[config.mk]
export PLATFORM = sky130hd
export DESIGN_NAME = hazard_scoreboard
export DESIGN_NICKNAME = d
export VERILOG_FILES = /design/src/rtl/hazard_scoreboard_pkg.sv /design/src/rtl/hazard_scoreboard_mdu_scoreboard.sv /design/src/rtl/hazard_scoreboard.sv
export SDC_FILE = /design/constraint.sdc
export NUM_CORES = 1
export LEC_CHECK = 0
export ABC_CLOCK_PERIOD_IN_PS = 2800
export BUFFER_PORTS_ARGS = -buffer_cell sky130_fd_sc_hd__buf_2
export CORE_MARGIN = 4
export CORE_UTILIZATION = 35
export DETAILED_ROUTE_END_ITERATION = 6
export HOLD_SLACK_MARGIN = 0.15
export PLACE_DENSITY = 0.7
export RECOVER_POWER = 25
export SLEW_MARGIN = 20
export SYNTH_ARGS = -nofsm -noshare
export SYNTH_HDL_FRONTEND = slang
export SYNTH_SLANG_ARGS = --single-unit
export TNS_END_PERCENT = 50
[constraint.sdc]
create_clock -name clk -period 2.8 [get_ports clk]
set_clock_uncertainty 0.15 [all_clocks]
set_input_delay 0.56 -clock clk [delete_from_list [all_inputs] [get_ports clk]]
set_output_delay 0.56 -clock clk [all_outputs]
set_load 0.03 [all_outputs]
[src/rtl/hazard_scoreboard_pkg.sv]
// hazard_scoreboard_pkg: shared forward-select codes, MDU state encoding and register constants
package hazard_scoreboard_pkg;
  localparam logic [1:0] FWD_NONE = 2'b00;
  localparam logic [1:0] FWD_MEM  = 2'b10;
  localparam logic [1:0] FWD_WB   = 2'b01;
  localparam int REG_ZERO = 0;
  typedef enum logic [1:0] {
    IDLE = 2'd0,
    BUSY = 2'd1,
    WB   = 2'd2
  } mdu_state_t;
endpackage

[src/rtl/hazard_scoreboard_mdu_scoreboard.sv]
// mdu_scoreboard: tracks the single in-flight MDU op, its destination and its write-back cycle
module mdu_scoreboard
  import hazard_scoreboard_pkg::*;
#(
  parameter int REG_AW  = 5,
  parameter int MDU_LAT = 4
) (
  input  logic              clk,
  input  logic              rst_n,
  input  logic              start,
  input  logic [REG_AW-1:0] dst_in,
  output logic              busy,
  output logic              wb,
  output logic              pending,
  output logic [REG_AW-1:0] dst
);
  localparam int CW = (MDU_LAT > 2) ? $clog2(MDU_LAT) : 1;
  localparam logic [CW-1:0] LOAD = CW'(MDU_LAT - 2);
  mdu_state_t state, state_n;
  logic [CW-1:0] cnt, cnt_n;
  logic [REG_AW-1:0] dst_n;
  // state, countdown and destination registers
  always_ff @(posedge clk or negedge rst_n) begin
    if (!rst_n) begin
      state <= IDLE;
      cnt   <= '0;
      dst   <= '0;
    end else begin
      state <= state_n;
      cnt   <= cnt_n;
      dst   <= dst_n;
    end
  end
  // next-state: a start while BUSY is dropped; WB may accept a back-to-back start
  always_comb begin
    state_n = state;
    cnt_n   = cnt;
    dst_n   = dst;
    if (state == IDLE && start) begin
      state_n = BUSY;
      cnt_n   = LOAD;
      dst_n   = dst_in;
    end else if (state == BUSY) begin
      state_n = (cnt == '0) ? WB : BUSY;
      cnt_n   = (cnt == '0) ? cnt : cnt - 1'b1;
    end else if (state == WB) begin
      state_n = start ? BUSY : IDLE;
      cnt_n   = start ? LOAD : cnt;
      dst_n   = start ? dst_in : dst;
    end
  end
  assign busy    = state != IDLE;
  assign wb      = state == WB;
  assign pending = busy & ~wb;
endmodule

[src/rtl/hazard_scoreboard.sv]
// hazard_scoreboard: pipeline stall/flush, D and E forwarding, MDU scoreboard and stall counter
module hazard_scoreboard
  import hazard_scoreboard_pkg::*;
#(
  parameter int REG_AW  = 5,
  parameter int MDU_LAT = 4,
  parameter int PERF_W  = 16
) (
  input  logic              clk,
  input  logic              rst_n,
  input  logic [REG_AW-1:0] rs_D,
  input  logic [REG_AW-1:0] rt_D,
  input  logic              use_rs_D,
  input  logic              use_rt_D,
  input  logic              if_branch_D,
  input  logic              mdu_req_D,
  input  logic [REG_AW-1:0] rs_E,
  input  logic [REG_AW-1:0] rt_E,
  input  logic              RegWr_E,
  input  logic              MemtoReg_E,
  input  logic [REG_AW-1:0] RegWrDst_E,
  input  logic              mdu_start_E,
  input  logic              RegWr_M,
  input  logic              MemtoReg_M,
  input  logic [REG_AW-1:0] RegWrDst_M,
  input  logic              RegWr_W,
  input  logic [REG_AW-1:0] RegWrDst_W,
  output logic              stall_F,
  output logic              stall_D,
  output logic              flush_E,
  output logic              fwd_rs_D,
  output logic              fwd_rt_D,
  output logic [1:0]        fwd_a_E,
  output logic [1:0]        fwd_b_E,
  output logic              mdu_busy,
  output logic              mdu_wb,
  output logic [REG_AW-1:0] mdu_dst,
  output logic [PERF_W-1:0] stall_cnt
);
  logic pending, load_use, br_haz, mdu_haz, mdu_struct, stall, alu_m;
  function automatic logic match(input logic [REG_AW-1:0] x, input logic [REG_AW-1:0] y);
    return (x == y) && (x != REG_AW'(REG_ZERO));
  endfunction
  mdu_scoreboard #(.REG_AW(REG_AW), .MDU_LAT(MDU_LAT)) u_mdu (
    .clk    (clk),
    .rst_n  (rst_n),
    .start  (mdu_start_E),
    .dst_in (RegWrDst_E),
    .busy   (mdu_busy),
    .wb     (mdu_wb),
    .pending(pending),
    .dst    (mdu_dst)
  );
  assign load_use   = MemtoReg_E & ((use_rs_D & match(rs_D, RegWrDst_E)) | (use_rt_D & match(rt_D, RegWrDst_E)));
  assign br_haz     = if_branch_D & ((RegWr_E & (match(rs_D, RegWrDst_E) | match(rt_D, RegWrDst_E))) |
                                     (MemtoReg_M & (match(rs_D, RegWrDst_M) | match(rt_D, RegWrDst_M))));
  assign mdu_haz    = pending & ((use_rs_D & match(rs_D, mdu_dst)) | (use_rt_D & match(rt_D, mdu_dst)));
  assign mdu_struct = mdu_req_D & pending;
  assign stall      = load_use | br_haz | mdu_haz | mdu_struct;
  assign stall_F    = stall;
  assign stall_D    = stall;
  assign flush_E    = stall;
  assign alu_m      = RegWr_M & ~MemtoReg_M;
  assign fwd_rs_D   = if_branch_D & alu_m & match(rs_D, RegWrDst_M);
  assign fwd_rt_D   = if_branch_D & alu_m & match(rt_D, RegWrDst_M);
  assign fwd_a_E    = (alu_m & match(rs_E, RegWrDst_M)) ? FWD_MEM :
                      (RegWr_W & match(rs_E, RegWrDst_W)) ? FWD_WB : FWD_NONE;
  assign fwd_b_E    = (alu_m & match(rt_E, RegWrDst_M)) ? FWD_MEM :
                      (RegWr_W & match(rt_E, RegWrDst_W)) ? FWD_WB : FWD_NONE;
  // saturating count of stalled cycles
  always_ff @(posedge clk or negedge rst_n) begin
    if (!rst_n) stall_cnt <= '0;
    else if (stall && ~&stall_cnt) stall_cnt <= stall_cnt + 1'b1;
  end
endmodule

# Yosys cells after proc, flatten, opt, wreduce, memory -nomap -nowiden
# Cells that the tools add are included.
[totals] register_bits=25 input_bits=47 output_inout_bits=32 word_cells=94
[op_classes] add_sub_neg=2 eq_ne=14 muxes=18 bitwise=29 reduce_logical=27
[ops] op="equality test 5 bit" count=10
[ops] op="2-to-1 mux 2 bit" count=11
[ops] op="2-to-1 mux 5 bit" count=4
[ops] op="nonzero test 5 bit" count=4
[ops] op="bitwise AND 1 bit" count=19
[ops] op="adder 16 x 1 -> 16 bit, second input constant" count=1
[ops] op="AND reduction 16 bit" count=1
[ops] op="logical AND 1 bit" count=12
[ops] op="OR 1 bit" count=8
[ops] op="AND reduction 3 bit" count=2
[ops] op="nonzero test 2 bit" count=3
[ops] op="nonzero test 3 bit" count=2
[ops] op="zero test 2 bit" count=2
[ops] op="2-to-1 mux 1 bit" count=3
[ops] op="inequality test 3 x 2 -> 1 bit, second input constant" count=1
[ops] op="equality test 2 x 1 -> 1 bit, second input constant" count=1
[ops] op="equality test 2 bit, second input constant" count=1
[ops] op="inequality test 2 x 1 -> 1 bit, second input constant" count=1
[ops] op="NOT 1 bit" count=2
[ops] op="subtractor 2 x 1 -> 2 bit, second input constant" count=1
[ops] op="zero test 1 bit" count=1

# Depth between registers and ports, before layout
# Gate-level depths: netlist of the first run.
[logic_depth] ltp_word=10 mapped_depth=9 ltp_nobuf=8

# Cells and area by module
# From an unflattened synthesis of the first run, not the netlist that was laid out.
[unflattened] hier_cells=201 area_unflattened_um2=1933.1
[modules_own_cells] module="hazard_scoreboard" n_inst=1 cells_each=170 area_per_inst_um2=1530.2 seq_area_each_um2=400.4
[modules_own_cells] module="mdu_scoreboard" n_inst=1 cells_each=31 area_per_inst_um2=402.9 seq_area_each_um2=225.2

# Worst setup path after synthesis of the first run
# OpenSTA, ideal clock, no wires.
[synth_timing] kind="in2out" startpoint="in rs_E[1]" endpoint="out fwd_a_E[0]" arrival_ps=2386 required_ps=2090 path_slack_ps=-296 path_stages=4 n_path_buf=0 cell_sequence="or4_1 > nor2_1 > nor4_1 > nor4_1"
[synth_between] elab_chain_len=5 word_cells_on_any_way=9
[synth_lines] item="start: declaration" line="hazard_scoreboard.sv:17" rtl="input logic [REG_AW-1:0] rs_E,"
[synth_lines] item="equality test 5 bit or nonzero test 5 bit (tied branches)" line="hazard_scoreboard.sv:42" rtl="return (x == y) && (x != REG_AW'(REG_ZERO));"
[synth_lines] item="logical AND 1 bit" line="hazard_scoreboard.sv:42"
[synth_lines] item="bitwise AND 1 bit" line="hazard_scoreboard.sv:67" rtl="(RegWr_W & match(rs_E, RegWrDst_W)) ? FWD_WB : FWD_NONE;"
[synth_lines] item="2-to-1 mux 1 bit" line="hazard_scoreboard.sv:67"
[synth_lines] item="2-to-1 mux 2 bit *" line="hazard_scoreboard.sv:66" rtl="assign fwd_a_E = (alu_m & match(rs_E, RegWrDst_M)) ? FWD_MEM :"
[synth_lines] item="end: declaration" line="hazard_scoreboard.sv:33" rtl="output logic [1:0] fwd_a_E,"
# Mark *: on every way between the ends. The rest lies on a longest branch, timed or not.

# Worst setup path after layout of the first run
[layout_timing] startpoint="in rt_D[3]" endpoint="out flush_E"
[layout_between] elab_chain_len=9 word_cells_on_any_way=22
[layout_lines] item="start: declaration" line="hazard_scoreboard.sv:12" rtl="input logic [REG_AW-1:0] rt_D,"
[layout_lines] item="equality test 5 bit or nonzero test 5 bit (tied branches)" line="hazard_scoreboard.sv:42"
[layout_lines] item="logical AND 1 bit" line="hazard_scoreboard.sv:42"
[layout_lines] item="OR 1 bit (on tied branches)" line="hazard_scoreboard.sv:55, hazard_scoreboard.sv:56"
[layout_lines] item="bitwise AND 1 bit (on tied branches)" line="hazard_scoreboard.sv:55, hazard_scoreboard.sv:56"
[layout_lines] item="OR 1 bit" line="hazard_scoreboard.sv:55" rtl="assign br_haz = if_branch_D & ((RegWr_E & (match(rs_D, RegWrDst_E) | match(rt_D, RegWrDst_E))) |"
[layout_lines] item="bitwise AND 1 bit" line="hazard_scoreboard.sv:55"
[layout_lines] item="OR 1 bit" line="hazard_scoreboard.sv:59" rtl="assign stall = load_use | br_haz | mdu_haz | mdu_struct;"
[layout_lines] item="OR 1 bit * (2 in series)" line="hazard_scoreboard.sv:59"
[layout_lines] item="end: declaration" line="hazard_scoreboard.sv:30" rtl="output logic flush_E,"
# Marked as above.

==> metrics.yaml, run 1 <==
grt_start_max_net_pins: 26
pin_count: 79
cts_root_buf: "clkbuf_8"
critical_path_class: "in2out"
insertion_delay_ns: 0.26
synthXorXnorAreaFrac_pct: 29.6
totalWireLength_um: 5460
rrSetupSlack_ns: 0.31
reg2reg_depth: 13
failed_checks: "negative setup slack"
synth_fp_nets: 252
status: "finished, violations left"
finalSetupViolCount: 3
avgSynthCellArea_um2: 9.62
muxShareOfSynthArea_pct: 3.46
period_minus_slack_ns: 2.82
synth_edf_count: 0
grt_pass1_wl_um: 8360
clk_pin_slew_worst_paths_ns: 0.09
power_density_mw_per_mm2: 635
h-tree-depth: 1
synth_cell_type_count: 36
holdWs_ns: 0.336
synth_flop_cell: "dfrtp_1"
row_count: 26
track_usage_pct: 15.7
cts_made_buffers: 3
finalNetCount: 354
drive_above_1_share_pct: 46.1
die_w_um: 82.7
endpoint: "flush_E"
antennaDiodeCount: 0
dieArea_mm2: 0.00684
gp_congestion: 0.947
setup.worst_path.start: "rt_D[3]"
hold_path.class: "reg2reg"
drc_errors: 0
dp_hpwl_um: 4380
die_h_um: 82.7
antenna_left: 0
synth_simple_gate_area_share_pct: 18.4
fin_crit_sh_pct: 101
grt.overflow.total: 0
dpl_cell_area_mm2: 0.00254
yosys.area.top_type: "dfrtp_1"
yosysWarnings: 0
start_util_pct: 37.1
finalPower_mw: 1.74
cap_viol_max_count: 0
yosysMostFrequentCell: "xnor2_1"
synth_top_area_share_pct: 32.0
grt_setup_unrepaired: "yes"
synth_commonest_cells: "xnor2_1 (53), dfrtp_1 (25), xor2_1 (13)"
start_kind: "input pin"
cts_num_sinks: 25
drv_slew: 0
grt_pass1_vias: 1814
leakagePower_nw: 1.22
worstSetupEndpointType: "output pin"
synth_top_family_by_area: "XOR/XNOR gates"
drtPass1Iterations: 4
max_freq_ghz: 0.355
cts_buffer_depth: 2
finalHoldViolCount: 0
stdcell_area_mm2: 0.00274
postSynthRegisterBits: 25
post_drt_wl_per_cell_um: 14.6
place_inst: 362
cts_tree: "yes"
synth_compound_area_share_pct: 11.8
synth.cell_area_mm2: 0.00195
crit_arrival_ns: 2.11
timing.final.ws_setup_ns: -0.0171
reg2reg_to: "stall_cnt[5]"
drt_iter0_drc: 57
timing.rr.start: "u_mdu.dst[4]"
vias: 1877
ys_seq_area_share_pct: 32.0
worst_pin_slew_ns: 1.33
syn_inst: 203
max_slew_margin_pct: 11.4
fin_cells: 374
async_flop_share_pct: 100
core_area_mm2: 0.00527
ys_top_cells_by_area: "dfrtp_1 (32%), xnor2_1 (24%), xor2_1 (5.8%)"
vdd_drop_max_v: 0.000661
port_buffers: 78
antenna_found_initial: 0
areaGrowthSynthToFinish_pct: 40.2
cp_max_fo: 3
cp_data_required_time_ns: 2.09
synthAdderAreaFrac_pct: 1.28
avgViaCountPerCell: 5.02
## report_power, final
part	switching (mW)	internal [mW]	leakage [nW]
Combinational	0.526	0.399	0.887
Clock	0.111	0.0993	0.0255
Sequential	0.129	0.475	0.306
## timing repair
| item | in CTS | in global routing |
|---|---|---|
| hold endpoints to repair | 14 | 0 |
| setup endpoints to repair | 3 | 6 |
| buffers inserted | 6 | 1 |
| pin swaps | 9 | 6 |
| cloned | 0 | 0 |
| hold buffers | 1 | 0 |
| resized for setup | 15 | 7 |
## per-stage QoR
step | util, % | worst slack (ns) | TNS (ns)
detailed placement | 48.2 | -0.161 | -0.469
global route | 51.9 | -0.120 | -0.444
CTS | 51.2 | -0.0155 | -0.0409
global placement | 48.2 | -0.115 | -0.330
floorplan | - | -0.107 | -0.214
finish | 51.9 | -0.0171 | -0.0467
## cells by family (layout without fill, tap and decap cells)
| logic type | after synthesis | count (layout) |
|---|---|---|
| AND/OR/NAND/NOR | 66 | 66 |
| multiplexers | 6 | 6 |
| XOR/XNOR | 66 | 66 |
| buffers and inverters | 12 | 113 |
| flip-flops | 25 | 25 |
| AO/OA/AOI/OAI | 26 | 26 |
| adder cells (fa/ha/maj) | 2 | 2 |
## flip-flops by register name, summed over array words and instances, names as in the netlist
signal / count
u_mdu.dst: 5
u_mdu.state: 2
stall_cnt: 16
u_mdu.cnt: 2
## critical path, stage by stage
cell	delay (ns)
buf_6	0.09
or4_4	0.53
nor2_4	0.13
nor2_2	0.05
a311oi_2	0.30
o21a_1	0.19
nand2_2	0.10
buf_6	0.16
## final cells by class
cell class	instances	area [µm²]
multi-input combinational	166	1330
clock buffer	3	41.3
inverter	5	18.8
timing repair buffer	104	628
fill	502	2530
clock inverter	1	5.00
tap	70	87.6
sequential	25	626
## layout by cell type (no fill, tap or decap), types with 2 or more instances in the layout
cell / n
xor2_1: 13
and3_1: 9
buf_2: 71
and2_1: 2
o21ai_2: 8
dfrtp_1: 25
mux2_2: 6
a31oi_1: 2
nand3_1: 8
or4_4: 2
buf_4: 24
buf_6: 7
nor2_4: 2
nor4_2: 5
nand2_1: 9
nor2_1: 9
nand4_1: 8
inv_1: 5
o21bai_2: 2
o21a_1: 4
nor4_1: 3
ha_1: 2
or4_1: 2
nor2_2: 2
xnor2_1: 53
clkbuf_8: 3
## worst min-delay path by stage
stage | start | to | slack [ns] | cells past startpoint
floorplan | rst_n | stall_cnt[0] | 0.11 | 0
global placement | stall_cnt[10] | stall_cnt[10] | 0.33 | 1
detailed placement | stall_cnt[10] | stall_cnt[10] | 0.33 | 1
CTS | stall_cnt[10] | stall_cnt[10] | 0.34 | 1
global route | mdu_start_E | u_mdu.cnt[0] | 0.36 | 2
finish | stall_cnt[10] | stall_cnt[10] | 0.34 | 1
## layer usage
metal / up-vias / global-route usage, % / wire (µm)
met5: - / 0 / 0
met4: 0 / 4.08 / 85
met3: 9 / 1.84 / 361
met2: 60 / 28.3 / 2630
met1: 893 / 19.7 / 2380
li1: 915 / - / -
Power figures use the tool's default switching activity.
==> inputs of run 2 (changes only) <==
--- a/config.mk
+++ b/config.mk
@@ -8,3 +8,3 @@
 export ABC_CLOCK_PERIOD_IN_PS = 2800
-export BUFFER_PORTS_ARGS = -buffer_cell sky130_fd_sc_hd__buf_2
+export BUFFER_PORTS_ARGS = -buffer_cell sky130_fd_sc_hd__buf_4
 export CORE_MARGIN = 4
@@ -18,2 +18,3 @@
 export SYNTH_HDL_FRONTEND = slang
+export SYNTH_HIERARCHICAL = 1
 export SYNTH_SLANG_ARGS = --single-unit
--- a/constraint.sdc
+++ b/constraint.sdc
@@ -4,2 +4,2 @@
 set_output_delay 0.56 -clock clk [all_outputs]
-set_load 0.03 [all_outputs]
+set_load 0.05 [all_outputs]
==> metrics.yaml, run 2 <==
leakagePower_nw: 1.23
vias: 1726
holdPathEnd: "u_mdu/cnt[0]"
crit_arrival_ns: 2.12
fillers: 459
drt_iter0_drc: 58
hp-start: "u_mdu/cnt[0]"
timing.final.ws_setup_ns: -0.0267
synthXorXnorAreaFrac_pct: 29.0
dieArea_mm2: 0.00678
synth_top_area_share_pct: 32.4
cts_buffer_depth: 2
ys_seq_area_share_pct: 32.4
synth_cell_type_count: 39
rrSetupSlack_ns: 0.62
p_switching_mw: 0.988
drtPass1Iterations: 4
die_w_um: 82.3
areaGrowthSynthToFinish_pct: 46.0
synth_top_family_by_area: "XOR/XNOR gates"
drive_above_1_share_pct: 42.7
grt_start_max_net_pins: 26
cts_setup_buffers: 0
port_buffers: 78
grt.overflow.total: 0
core_area_mm2: 0.00524
pwr-share-comb_pct: 58.4
synth_flop_cell: "dfrtp_1"
p_clk_share_pct: 10.5
reg_top3: "stall_cnt: 16 flops, u_mdu/dst: 5 flops"
layout_commonest_cell: "buf_4"
post_drt_wl_per_cell_um: 13.6
async_flop_share_pct: 100
cts_made_buffers: 3
row_count: 26
layout_common_cells: "buf_4 (91), xnor2_1 (49), dfrtp_1 (25), xor2_1 (15), nand2_1 (14)"
fin_cells: 363
cts_root_buf: "clkbuf_8"
status: "finished, violations left"
place_inst: 358
h-tree-depth: 1
start_util_pct: 36.9
synth.cell_area_mm2: 0.00193
failed_checks: "negative setup slack"
yosysMostFrequentCell: "xnor2_1"
postSynthRegisterBits: 25
worst_pin_slew_ns: 1.31
top_register: "stall_cnt"
finalHoldViolCount: 0
grt_pass1_vias: 1678
largest_register_ffs: 16
synth_fp_nets: 250
cts_tree: "yes"
reg2reg_depth: 9
reg2reg_to: "stall_cnt[5]"
finalSetupViolCount: 3
fin_crit_sh_pct: 101
max_freq_ghz: 0.354
vdd_drop_max_v: 0.000513
worstSetupEndpointType: "output pin"
cp_max_fo: 3
avgViaCountPerCell: 4.75
die_h_um: 82.3
syn_inst: 201
multi_input_area_mm2: 0.00134
place_ws_ns: -0.148
critical_path_class: "in2out"
clk_pin_slew_worst_paths_ns: 0.08
antenna_found_initial: 0
pin_count: 79
cap_viol_max_count: 0
ys_top_cells_by_area: "dfrtp_1 (32%), xnor2_1 (22%), xor2_1 (6.8%)"
gp_congestion: 0.851
grt_setup_unrepaired: "yes"
drc_errors: 0
ff_latch_area_um2: 626
cts_num_sinks: 25
drv_slew: 0
totalWireLength_um: 4940
seq_power_share_pct: 31.1
yosysWarnings: 6
yosys.area.top_type: "dfrtp_1"
max_slew_margin_pct: 12.5
cp_data_required_time_ns: 2.09
start_kind: "input pin"
hold_path.class: "reg2reg"
finalNetCount: 343
synth_simple_gate_area_share_pct: 24.5
synth_compound_area_share_pct: 6.02
synth_commonest_cells: "xnor2_1 (49), dfrtp_1 (25), xor2_1 (15)"
grt_pass1_wl_um: 7680
synthAdderAreaFrac_pct: 1.29
holdPathStages: 1
dpl_cell_area_mm2: 0.00274
power_density_mw_per_mm2: 725
muxShareOfSynthArea_pct: 4.47
power.share.switching_pct: 48.3
track_usage_pct: 14.4
stdcell_area_mm2: 0.00282
period_minus_slack_ns: 2.83
insertion_delay_ns: 0.27
timing.rr.start: "u_mdu/dst[1]"
antenna_left: 0
p_int_mw: 1.06
synth_edf_count: 0
dp_hpwl_um: 4300
antennaDiodeCount: 0
avgSynthCellArea_um2: 9.62
run 2: layout make-up:
type                    instances  area share, %
well taps                      70           3.10
flip-flops and latches         25           22.2
inverters                       5          0.665
repair buffers                 93           24.7
clock inverters                 1          0.266
clock buffers                   3           1.46
multi-input cells             166           47.6
run 2: cell families (layout without fill, tap and decap cells):
group,Yosys count,after routing
buffers and inverters,10,102
DFF,25,25
and+or+nand+nor,80,80
xor gates and xnor gates,64,64
AOI/OAI and AO/OA,14,14
adders and majority gates,2,2
muxes,6,6
run 2: worst max-delay path, stage by stage:
cell and delay [ns]:
buf_4 0.12, or4_4 0.56, o21ai_4 0.15, nor4_2 0.08, o31ai_4 0.22, nand2_2 0.10, nor2_4 0.10, inv_2 0.05
buf_4 0.18
run 2: worst max path at each step:
stage	from	endpoint	slack, ns	cells past startpoint
floorplan	rt_D[1]	stall_D	-0.05	8
global placement	rs_D[1]	stall_D	-0.14	9
detailed placement	rs_D[1]	stall_F	-0.15	9
CTS	rt_D[1]	stall_F	-0.04	9
global route	rt_D[1]	stall_D	-0.14	9
finish	rt_D[1]	stall_F	-0.03	9
run 2: repair_timing:
action                     CTS  global route
gates resized for setup      5             1
pin swaps                    1             0
hold endpoints to repair    25             0
setup endpoints to repair    3             3
hold buffers                 1             0
run 2: stage by stage:
stage	TNS, ns	total power, mW	utilization, %	hold slack, ns
floorplan	-0.0945	1.46	-	0.114
global placement	-0.425	1.82	52.3	0.322
detailed placement	-0.444	1.84	52.3	0.327
CTS	-0.122	2.06	53.8	0.340
global route	-0.430	2.17	53.9	0.359
finish	-0.0793	2.04	53.9	0.336
run 2: layer usage:
layer  wire length [µm]  vias to the layer above  track usage [%]
li1                   -                      880                -
met1               2200                      804             19.3
met2               2470                       42             24.9
met3                259                        0             3.15
met4                  0                        0            0.498
met5                  0                        -                0
run 2: power by group through the flow:
| stage | Combinational (mW) | Sequential (mW) | Clock [mW] |
|---|---|---|---|
| after floorplan | 0.567 | 0.891 | 0 |
| after global placement | 1.18 | 0.644 | 0 |
| after detailed placement | 1.19 | 0.644 | 0 |
| after CTS | 1.20 | 0.638 | 0.221 |
| after global routing | 1.27 | 0.660 | 0.234 |
| final | 1.19 | 0.636 | 0.215 |
